===== config.mk =====
export PLATFORM = sky130hd
export DESIGN_NAME = lh_decim_avg
export DESIGN_NICKNAME = d
export VERILOG_FILES = /design/src/rtl/lh_decim_pkg.sv /design/src/rtl/lh_decim_minmax.sv /design/src/rtl/lh_decim_avg.sv
export SDC_FILE = /design/constraint.sdc
export NUM_CORES = 1
export LEC_CHECK = 0
export BUFFER_PORTS_ARGS = -buffer_cell sky130_fd_sc_hd__buf_2
export CORE_MARGIN = 2
export CORE_UTILIZATION = 50
export CTS_CLUSTER_DIAMETER = 200
export DETAILED_ROUTE_END_ITERATION = 10
export PLACE_DENSITY = 0.64
export REMOVE_ABC_BUFFERS = 1
export SLEW_MARGIN = 20
export SYNTH_ARGS = -nofsm -noshare
export SYNTH_HDL_FRONTEND = slang
export SYNTH_HIERARCHICAL = 1
export SYNTH_SLANG_ARGS = --single-unit

===== constraint.sdc =====
create_clock -name clk -period 7 [get_ports clk]
set_input_delay 0.35 -clock clk [delete_from_list [all_inputs] [get_ports clk]]
set_output_delay 0.35 -clock clk [all_outputs]
set_load 0.05 [all_outputs]

===== src/rtl/lh_decim_pkg.sv =====
// Shared types and helpers for the lh_decim_avg accumulate-and-dump decimator.
package lh_decim_pkg;

  typedef enum logic [1:0] {
    IDLE = 2'd0,
    FILL = 2'd1,
    RUN  = 2'd2
  } state_t;

  localparam int R_DEF    = 14;
  localparam int NMAX_DEF = 16;

  // Limits the requested exponent so the accumulator can never overflow.
  function automatic logic [4:0] clamp_nlog(input logic [4:0] n, input int nmax);
    return (int'(n) > nmax) ? 5'(nmax) : n;
  endfunction

endpackage


===== src/rtl/lh_decim_minmax.sv =====
// Per-window signed min/max tracker; reloads on the first accepted sample of a
// window and publishes the extrema on the dump edge.
module lh_decim_minmax #(
  parameter int R = 14
) (
  input  logic                clk,
  input  logic                rst_n,
  input  logic signed [R-1:0] sample,
  input  logic                accept,
  input  logic                first,
  input  logic                dump,
  output logic signed [R-1:0] min_val,
  output logic signed [R-1:0] max_val
);

  logic signed [R-1:0] run_min, run_max;
  logic signed [R-1:0] nxt_min, nxt_max;

  assign nxt_min = (first || (sample < run_min)) ? sample : run_min;
  assign nxt_max = (first || (sample > run_max)) ? sample : run_max;

  always_ff @(posedge clk or negedge rst_n) begin
    if (!rst_n) begin
      run_min <= '0;
      run_max <= '0;
      min_val <= '0;
      max_val <= '0;
    end else begin
      if (accept) begin
        run_min <= nxt_min;
        run_max <= nxt_max;
      end
      if (dump) begin
        min_val <= nxt_min;
        max_val <= nxt_max;
      end
    end
  end

endmodule


===== src/rtl/lh_decim_avg.sv =====
// Accumulate-and-dump decimator: averages non-overlapping windows of 2^n_log
// accepted samples. Optional window extrema with LH_DECIM_MINMAX_EN.
module lh_decim_avg
  import lh_decim_pkg::*;
#(
  parameter int R    = R_DEF,
  parameter int NMAX = NMAX_DEF
) (
  input  logic                clk,
  input  logic                rst_n,
  input  logic                en,
  input  logic                clr,
  input  logic [4:0]          n_log,
  input  logic signed [R-1:0] in,
  input  logic                in_valid,
  output logic signed [R-1:0] out,
  output logic                out_valid,
  output logic                busy
`ifdef LH_DECIM_MINMAX_EN
  ,
  output logic signed [R-1:0] out_min,
  output logic signed [R-1:0] out_max
`endif
);

  localparam int AW = R + NMAX;

  state_t               state, state_next;
  logic [4:0]           n_l;
  logic [NMAX-1:0]      cnt, lim;
  logic signed [AW-1:0] acc, sum;
  logic                 accept, last, dump;

  assign busy   = (state != IDLE);
  assign accept = busy && en && !clr && in_valid;
  assign lim    = ~({NMAX{1'b1}} << n_l);
  assign last   = (cnt == lim);
  assign dump   = accept && last;
  assign sum    = acc + AW'(in);

  always_ff @(posedge clk or negedge rst_n) begin
    if (!rst_n) state <= IDLE;
    // NOTE: non-blocking for every registered signal so all flops sample
    // pre-edge values regardless of block ordering.
    else        state <= state_next;
  end

  always_comb begin
    // NOTE: default first, so no path leaves state_next unassigned and no
    // latch is inferred.
    state_next = state;
    case (state)
      IDLE:    if (en) state_next = FILL;
      FILL: begin
        if (!en)       state_next = IDLE;
        else if (clr)  state_next = FILL;
        else if (dump) state_next = RUN;
      end
      RUN: begin
        if (!en)      state_next = IDLE;
        else if (clr) state_next = FILL;
      end
      default: state_next = IDLE;
    endcase
  end

  // While idle, n_l tracks n_log so the first window uses the value present on enable.
  always_ff @(posedge clk or negedge rst_n) begin
    if (!rst_n) begin
      acc       <= '0;
      cnt       <= '0;
      n_l       <= '0;
      out       <= '0;
      out_valid <= 1'b0;
    end else begin
      out_valid <= 1'b0;
      if (!en || state == IDLE || clr) begin
        acc <= '0;
        cnt <= '0;
        n_l <= clamp_nlog(n_log, NMAX);
      end else if (accept) begin
        if (last) begin
          out       <= R'(sum >>> n_l);
          out_valid <= 1'b1;
          acc       <= '0;
          cnt       <= '0;
          n_l       <= clamp_nlog(n_log, NMAX);
        end else begin
          acc <= sum;
          cnt <= cnt + NMAX'(1);
        end
      end
    end
  end

`ifdef LH_DECIM_MINMAX_EN
  logic first;
  assign first = accept && (cnt == '0);

  lh_decim_minmax #(.R(R)) u_minmax (
    .clk     (clk),
    .rst_n   (rst_n),
    .sample  (in),
    .accept  (accept),
    .first   (first),
    .dump    (dump),
    .min_val (out_min),
    .max_val (out_max)
  );
`else
  // Extrema tracking compiled out; averaging path is unchanged.
`endif

endmodule


==> results of run 1 <==
registers in the layout, summed over array words and instances, names as in the netlist:
name	cells
out_valid	1
state	2
acc	30
cnt	16
out	14
n_l	5
cell type report:
cell class / instances / area share [%]
Timing Repair Buffer: 50 / 3.55
Clock inverter: 7 / 0.671
Inverter: 21 / 1.01
Tap cell: 184 / 2.94
Sequential cell: 68 / 21.7
Clock buffer: 9 / 2.88
Multi-Input combinational cell: 739 / 67.2
logic make-up after synthesis:
| group | Yosys count | share of synthesized area, % |
|---|---|---|
| and+or+nand+nor | 328 | 22.6 |
| xor gates and xnor gates | 44 | 5.24 |
| adders and majority gates | 31 | 5.38 |
| muxes | 39 | 7.59 |
| DFF | 68 | 23.1 |
| buffers and inverters | 85 | 5.34 |
| AOI/OAI and AO/OA | 297 | 30.7 |
stage by stage:
step | utilization [%] | hold WS, ns | cell area, sq um | cells
after floorplan | - | 0.0544 | 7040 | 828
after global placement | 52.3 | 0.463 | 7550 | 1062
after detailed placement | 52.3 | 0.468 | 7550 | 1062
after CTS | 54.3 | 0.150 | 7830 | 1078
after global routing | 54.3 | 0.192 | 7830 | 1078
final | 54.3 | 0.108 | 7830 | 1078
power breakdown:
| group | switching [W] | internal, W |
|---|---|---|
| Sequential | 0.00000779 | 0.000401 |
| Clock | 0.000196 | 0.000242 |
| Combinational | 0.000265 | 0.000134 |
| Total | 0.000469 | 0.000777 |
worst reg2reg max path: cells and delay by family, from the launching register on:
kind	cells	cell delay (ns)
simple gates	2	0.24
fa+ha+maj	2	0.66
mux	1	0.52
flops	1	0.38
compound gates	6	2.12
path summary, 6_finish.rpt:
| path | end | slack, ns | depth (start not counted) | start |
|---|---|---|---|---|
| max in group asynchronous | n_l[4]$_DFFE_PN0P_ | 5.87 | 2 | rst_n |
| worst min register to register | out[11]$_DFFE_PN0P_ | 0.47 | 2 | out[11]$_DFFE_PN0P_ |
| worst min-delay path | acc[25]$_DFFE_PN0P_ | 0.11 | 1 | rst_n |
| min in group clk | n_l[2]$_DFFE_PN0P_ | 0.24 | 3 | n_log[2] |
| worst max-delay path | out[4]$_DFFE_PN0P_ | 2.98 | 11 | acc[0]$_DFFE_PN0P_ |
| worst max register to register | out[4]$_DFFE_PN0P_ | 2.98 | 11 | acc[0]$_DFFE_PN0P_ |
metal layers:
metal / up-vias / wire [um] / track usage (%)
met2: 354 / 10900 / 47.3
li1: 3413 / - / -
met4: 0 / 582 / 10.5
met5: - / 0 / 0
met3: 48 / 1720 / 4.66
met1: 3649 / 11500 / 47.0
cells in the final DEF, fill, tap and decap left out, types with 6 or more instances in the layout:
cell,count
nand2_1,86
o21ai_1,12
o21a_1,7
nand3b_1,6
o211ai_1,14
buf_2,39
mux2i_1,22
clkbuf_16,9
a22o_1,22
a21oi_1,56
inv_1,17
a211oi_2,6
mux4_2,13
nor4_1,7
dfrtp_1,68
o21ai_0,43
or3_1,7
a22oi_1,8
a31oi_1,9
nand3_1,32
nor2_1,79
xnor2_1,24
a21o_1,10
buf_4,11
a211oi_1,11
and2_1,13
nand4_1,24
xor2_1,19
o31ai_1,9
ha_1,30
and3_1,11
nor3_1,24
==> metrics.yaml, run 1 <==
area_delta_synth_final_pct: 6.55
power.density_nw_per_um2: 159
synthesis.area_sq_um: 7350
slowest_delay_ns: 0.62
crit_type: "reg2reg"
synth_cell_types: 100
grt_max_degree: 52
ys_ff_latch: 68
yosys.cell_count.top_type: "nand2_1"
worst_pin_slew_ns: 0.983
synth_top_cell_area_share_pct: 23.1
fill_cells: 1370
drt_pass1_iterations: 5
multiInputGateArea_sq_um: 5270
cts_root_buf: "clkbuf_16"
cp.arrival_ns: 4.25
ys_top_cells_by_count: "86 x nand2_1, 80 x nor2_1, 68 x dfrtp_1"
grt_pass1_vias: 6990
end_kind: "flip-flop"
clk_latency_ns: 0.35
status: "complete, no violations"
relSlewSlack_pct: 34.2
fin_crit_sh_pct: 57.5
clock_skew_ns: 0.00812
clock_sinks: 68
path_delay_family: "compound AO/OA/AOI/OAI gates"
synthTopCellsByArea: "dfrtp_1 23%, ha_1 5.1%, nand2_1 4.4%"
postSynthAreaPerCell_sq_um: 8.24
fin_crit_ns: 4.02
finish.net_count: 944
num_vias: 7464
peakVddDrop_mv: 0.117
die_area_sq_um: 15700
die_width_um: 125
synth_top_area_cell: "dfrtp_1"
cts_resized: 0
yosysWarningCount: 6
wl_um: 24700
crit_path_top_delay_cell: "a2111oi_1"
yosysSeqAreaShare_pct: 23.1
layout-drive-gt1-share_pct: 14.4
numCtsBuffers: 9
dp_worst_setup_slack_ns: 2.75
antennaDiodeCount: 0
required_ns: 7.23
hp-class: "in2async"
die_y_um: 125
drc_errors: 0
synth_edf_count: 0
cts_tree: "built"
grt-ovfl-total: 0
yosys_most_used_dff: "dfrtp_1"
cp-start-kind: "flip-flop"
crit_buf_inv: 0
grt_pass1_wl_um: 39600
grt_usage_pct: 31.6
netlist_instances: 892
dpl.hpwl_um: 18400
cts.htree.levels: 3
ant_nets: 0
power.leakage_nw: 3.31
fmax_mhz: 249
portBuffers: 39
crit_chain: "ha_1 > fa_1 > a21o_1 > a221o_1 > a21o_1 > a2111oi_1 > a31oi_1 > o221a_1 > mux4_2 > nor2_1 > nor3_1"
setup_viol: 0
path_max_fanout: 10
async_flop_share_pct: 100
crit_path_frequent_cell: "a21o_1"
postCtsHoldBufs: 0
vias_per_cell: 6.92
routedWlPerCell_um: 22.9
slew_violations: 0
drt_iter0_markers: 793
antenna_found_initial: 0
maxCapViolations: 0
start_util_pct: 51.0
fin_ws_ns: 2.98
ioPinCount: 40
cts_setup_buffers: 0
cts_buffer_depth: 2
fin_tns_setup_ns: 0
row_count: 44
clkTransAtPathRegs_ns: 0.06
fp.coreArea_sq_um: 14400
rsz0062_at_grt: "no"
total_power_w: 0.00125
final-hold-violation-count: 0
regArea_sq_um: 1700
place_congestion: 0.997
Power figures use the tool's default switching activity.
==> run 2: changes to the inputs <==
Clock period 7 ns to 4.11 ns, I/O delays scaled along.
==> run 2 against run 1 <==
  * Hold slack got worse by 0.021 ns
  * Clock power rose by 84%
  * Setup slack got worse by 2.8 ns
  * Cell count rose by 1.5%
  * Wire length rose by 1.7%
  * Maximum frequency rose by 3.1%
  * Clock-buffer cell count rose by 2
  * Via count rose by 0.56%
  * Highest routed layer unchanged
==> metrics.yaml, run 2 (synthesized netlist as in run 1, its figures left out) <==
clock_sinks: 68  # unchanged
total_power_w: 0.00221  # +77%
power.density_nw_per_um2: 277  # +74%
grt_pass1_vias: 7290  # +4.3%
path_max_fanout: 10  # unchanged
antenna_found_initial: 0  # unchanged
ant_nets: 0  # unchanged
reg.largest.list: "acc: 30 flops, cnt: 16 flops, out: 14 flops"
numCtsBuffers: 9  # unchanged
slew_violations: 0  # unchanged
clkTransAtPathRegs_ns: 0.06  # about the same
fmax_mhz: 256  # +3.1%
clock_skew_ns: 0.00671  # -0.00141 ns
die_width_um: 125  # unchanged
cp.arrival_ns: 4.14  # -0.11 ns
area_delta_synth_final_pct: 8.48
end_kind: "flip-flop"
antennaDiodeCount: 0  # unchanged
cts_tree: "built"
final-hold-violation-count: 0  # unchanged
row_count: 44  # unchanged
drt_iter0_markers: 823  # +3.8%
setup_viol: 0  # unchanged
status: "complete, no violations"
layout_common_cells: "86 x nand2_1, 79 x nor2_1, 68 x dfrtp_1"
start_util_pct: 51.0  # unchanged
layout.cells.most_common: "nand2_1"
cp-start-kind: "flip-flop"
cts_buffer_depth: 2  # unchanged
fin_crit_sh_pct: 95.0  # +37 points
finish.net_count: 961  # +1.8%
peakVddDrop_mv: 0.185  # +58%
wl_um: 25200  # +1.7%
worst_pin_slew_ns: 0.877  # -0.106 ns
fin_tns_setup_ns: 0  # unchanged
clk_latency_ns: 0.36  # about the same
grt_max_degree: 40  # -23%
grt_usage_pct: 32.5  # +0.87 points
fp.coreArea_sq_um: 14400  # unchanged
portBuffers: 39  # unchanged
required_ns: 4.35  # -2.88 ns
top_register: "acc"
finalInstanceArea_sq_um: 7970  # +1.8%
maxCapViolations: 0  # unchanged
grt_pass1_wl_um: 40400  # +2.0%
fin_crit_ns: 3.90  # -0.121 ns
cts_root_buf: "clkbuf_16"
drc_errors: 0  # unchanged
power.leakage_nw: 3.38  # +2.4%
hp-class: "in2reg"
grt-ovfl-total: 0  # unchanged
die_y_um: 125  # unchanged
num_vias: 7506  # +0.56%
layout-drive-gt1-share_pct: 15.6  # +1.2 points
rsz0062_at_grt: "no"
relSlewSlack_pct: 40.8  # +6.6 points
cts.htree.levels: 3  # unchanged
place_congestion: 0.983  # -1.4%
die_area_sq_um: 15700  # unchanged
largest_register_ffs: 30  # unchanged
drt_pass1_iterations: 6  # +1
crit_type: "reg2reg"
routedWlPerCell_um: 23.0  # +0.26%
place_area_sq_um: 7670  # +1.6%
postLayoutCoreUtil_pct: 55.3  # +0.98 points
dpl.hpwl_um: 18600  # +1.2%
ioPinCount: 40  # unchanged
vias_per_cell: 6.86  # -0.91%
==> run 2: area by class of cell <==
cell class	count	area [sq um]
fillers	1363	6450
repair buffers	67	410
flip-flops and latches	68	1700
clock inverters	4	50.0
clock buffers	11	243
multi-input cells	739	5260
well taps	184	230
inverters	21	78.8
==> run 2: report_power, final <==
group	internal (W)	switching, W	leakage (nW)
logic	0.000245	0.000459	2.31
registers	0.000684	0.0000168	0.933
clock network	0.000482	0.000323	0.138
==> run 2: layer usage <==
| metal | GRT usage [%] | wire (um) |
|---|---|---|
| met5 | 0 | 0 |
| met2 | 47.9 | 10900 |
| met4 | 13.7 | 898 |
| met1 | 46.3 | 11500 |
| met3 | 6.97 | 1870 |
==> run 2: worst paths after layout <==
check / startpoint / endpoint / slack, ns / depth (start not counted)
min in group asynchronous: rst_n / acc[26]$_DFFE_PN0P_ / 0.40 / 2
hold reg to reg: acc[27]$_DFFE_PN0P_ / acc[27]$_DFFE_PN0P_ / 0.50 / 2
max in group asynchronous: rst_n / cnt[0]$_DFFE_PN0P_ / 2.87 / 3
hold / removal: en / state[0]$_DFFE_PN0P_ / 0.09 / 2
setup / recovery: acc[0]$_DFFE_PN0P_ / out[4]$_DFFE_PN0P_ / 0.21 / 11
setup reg to reg: acc[0]$_DFFE_PN0P_ / out[4]$_DFFE_PN0P_ / 0.21 / 11
==> run 2: critical path: stages, from the launching register on <==
cell and delay [ns]:
dfrtp_1 0.38, ha_1 0.24, fa_1 0.42, a21o_1 0.21, a221o_1 0.52, a21o_1 0.33, a2111oi_1 0.51, a31oi_1 0.09
o221a_1 0.32, mux4_2 0.49, nor2_1 0.21, nor3_1 0.07
==> run 2: per-stage QoR <==
step / hold slack (ns) / instances / setup WS, ns
6_report: 0.0864 / 1094 / 0.207
5_1_grt: 0.110 / 1094 / 0.0418
4_1_cts: 0.0470 / 1093 / 0.207
3_5_place_dp: 0.426 / 1078 / 0.250
3_3_place_gp: 0.415 / 1078 / 0.246
2_1_floorplan: -0.0901 / 828 / -0.00396
==> run 2: what timing repair did <==
item	CTS	global route
hold buffers	0	1
hold endpoints to repair	0	38
buffers inserted	0	0
endpoints found under the setup margin	0	1
resized for setup	0	1
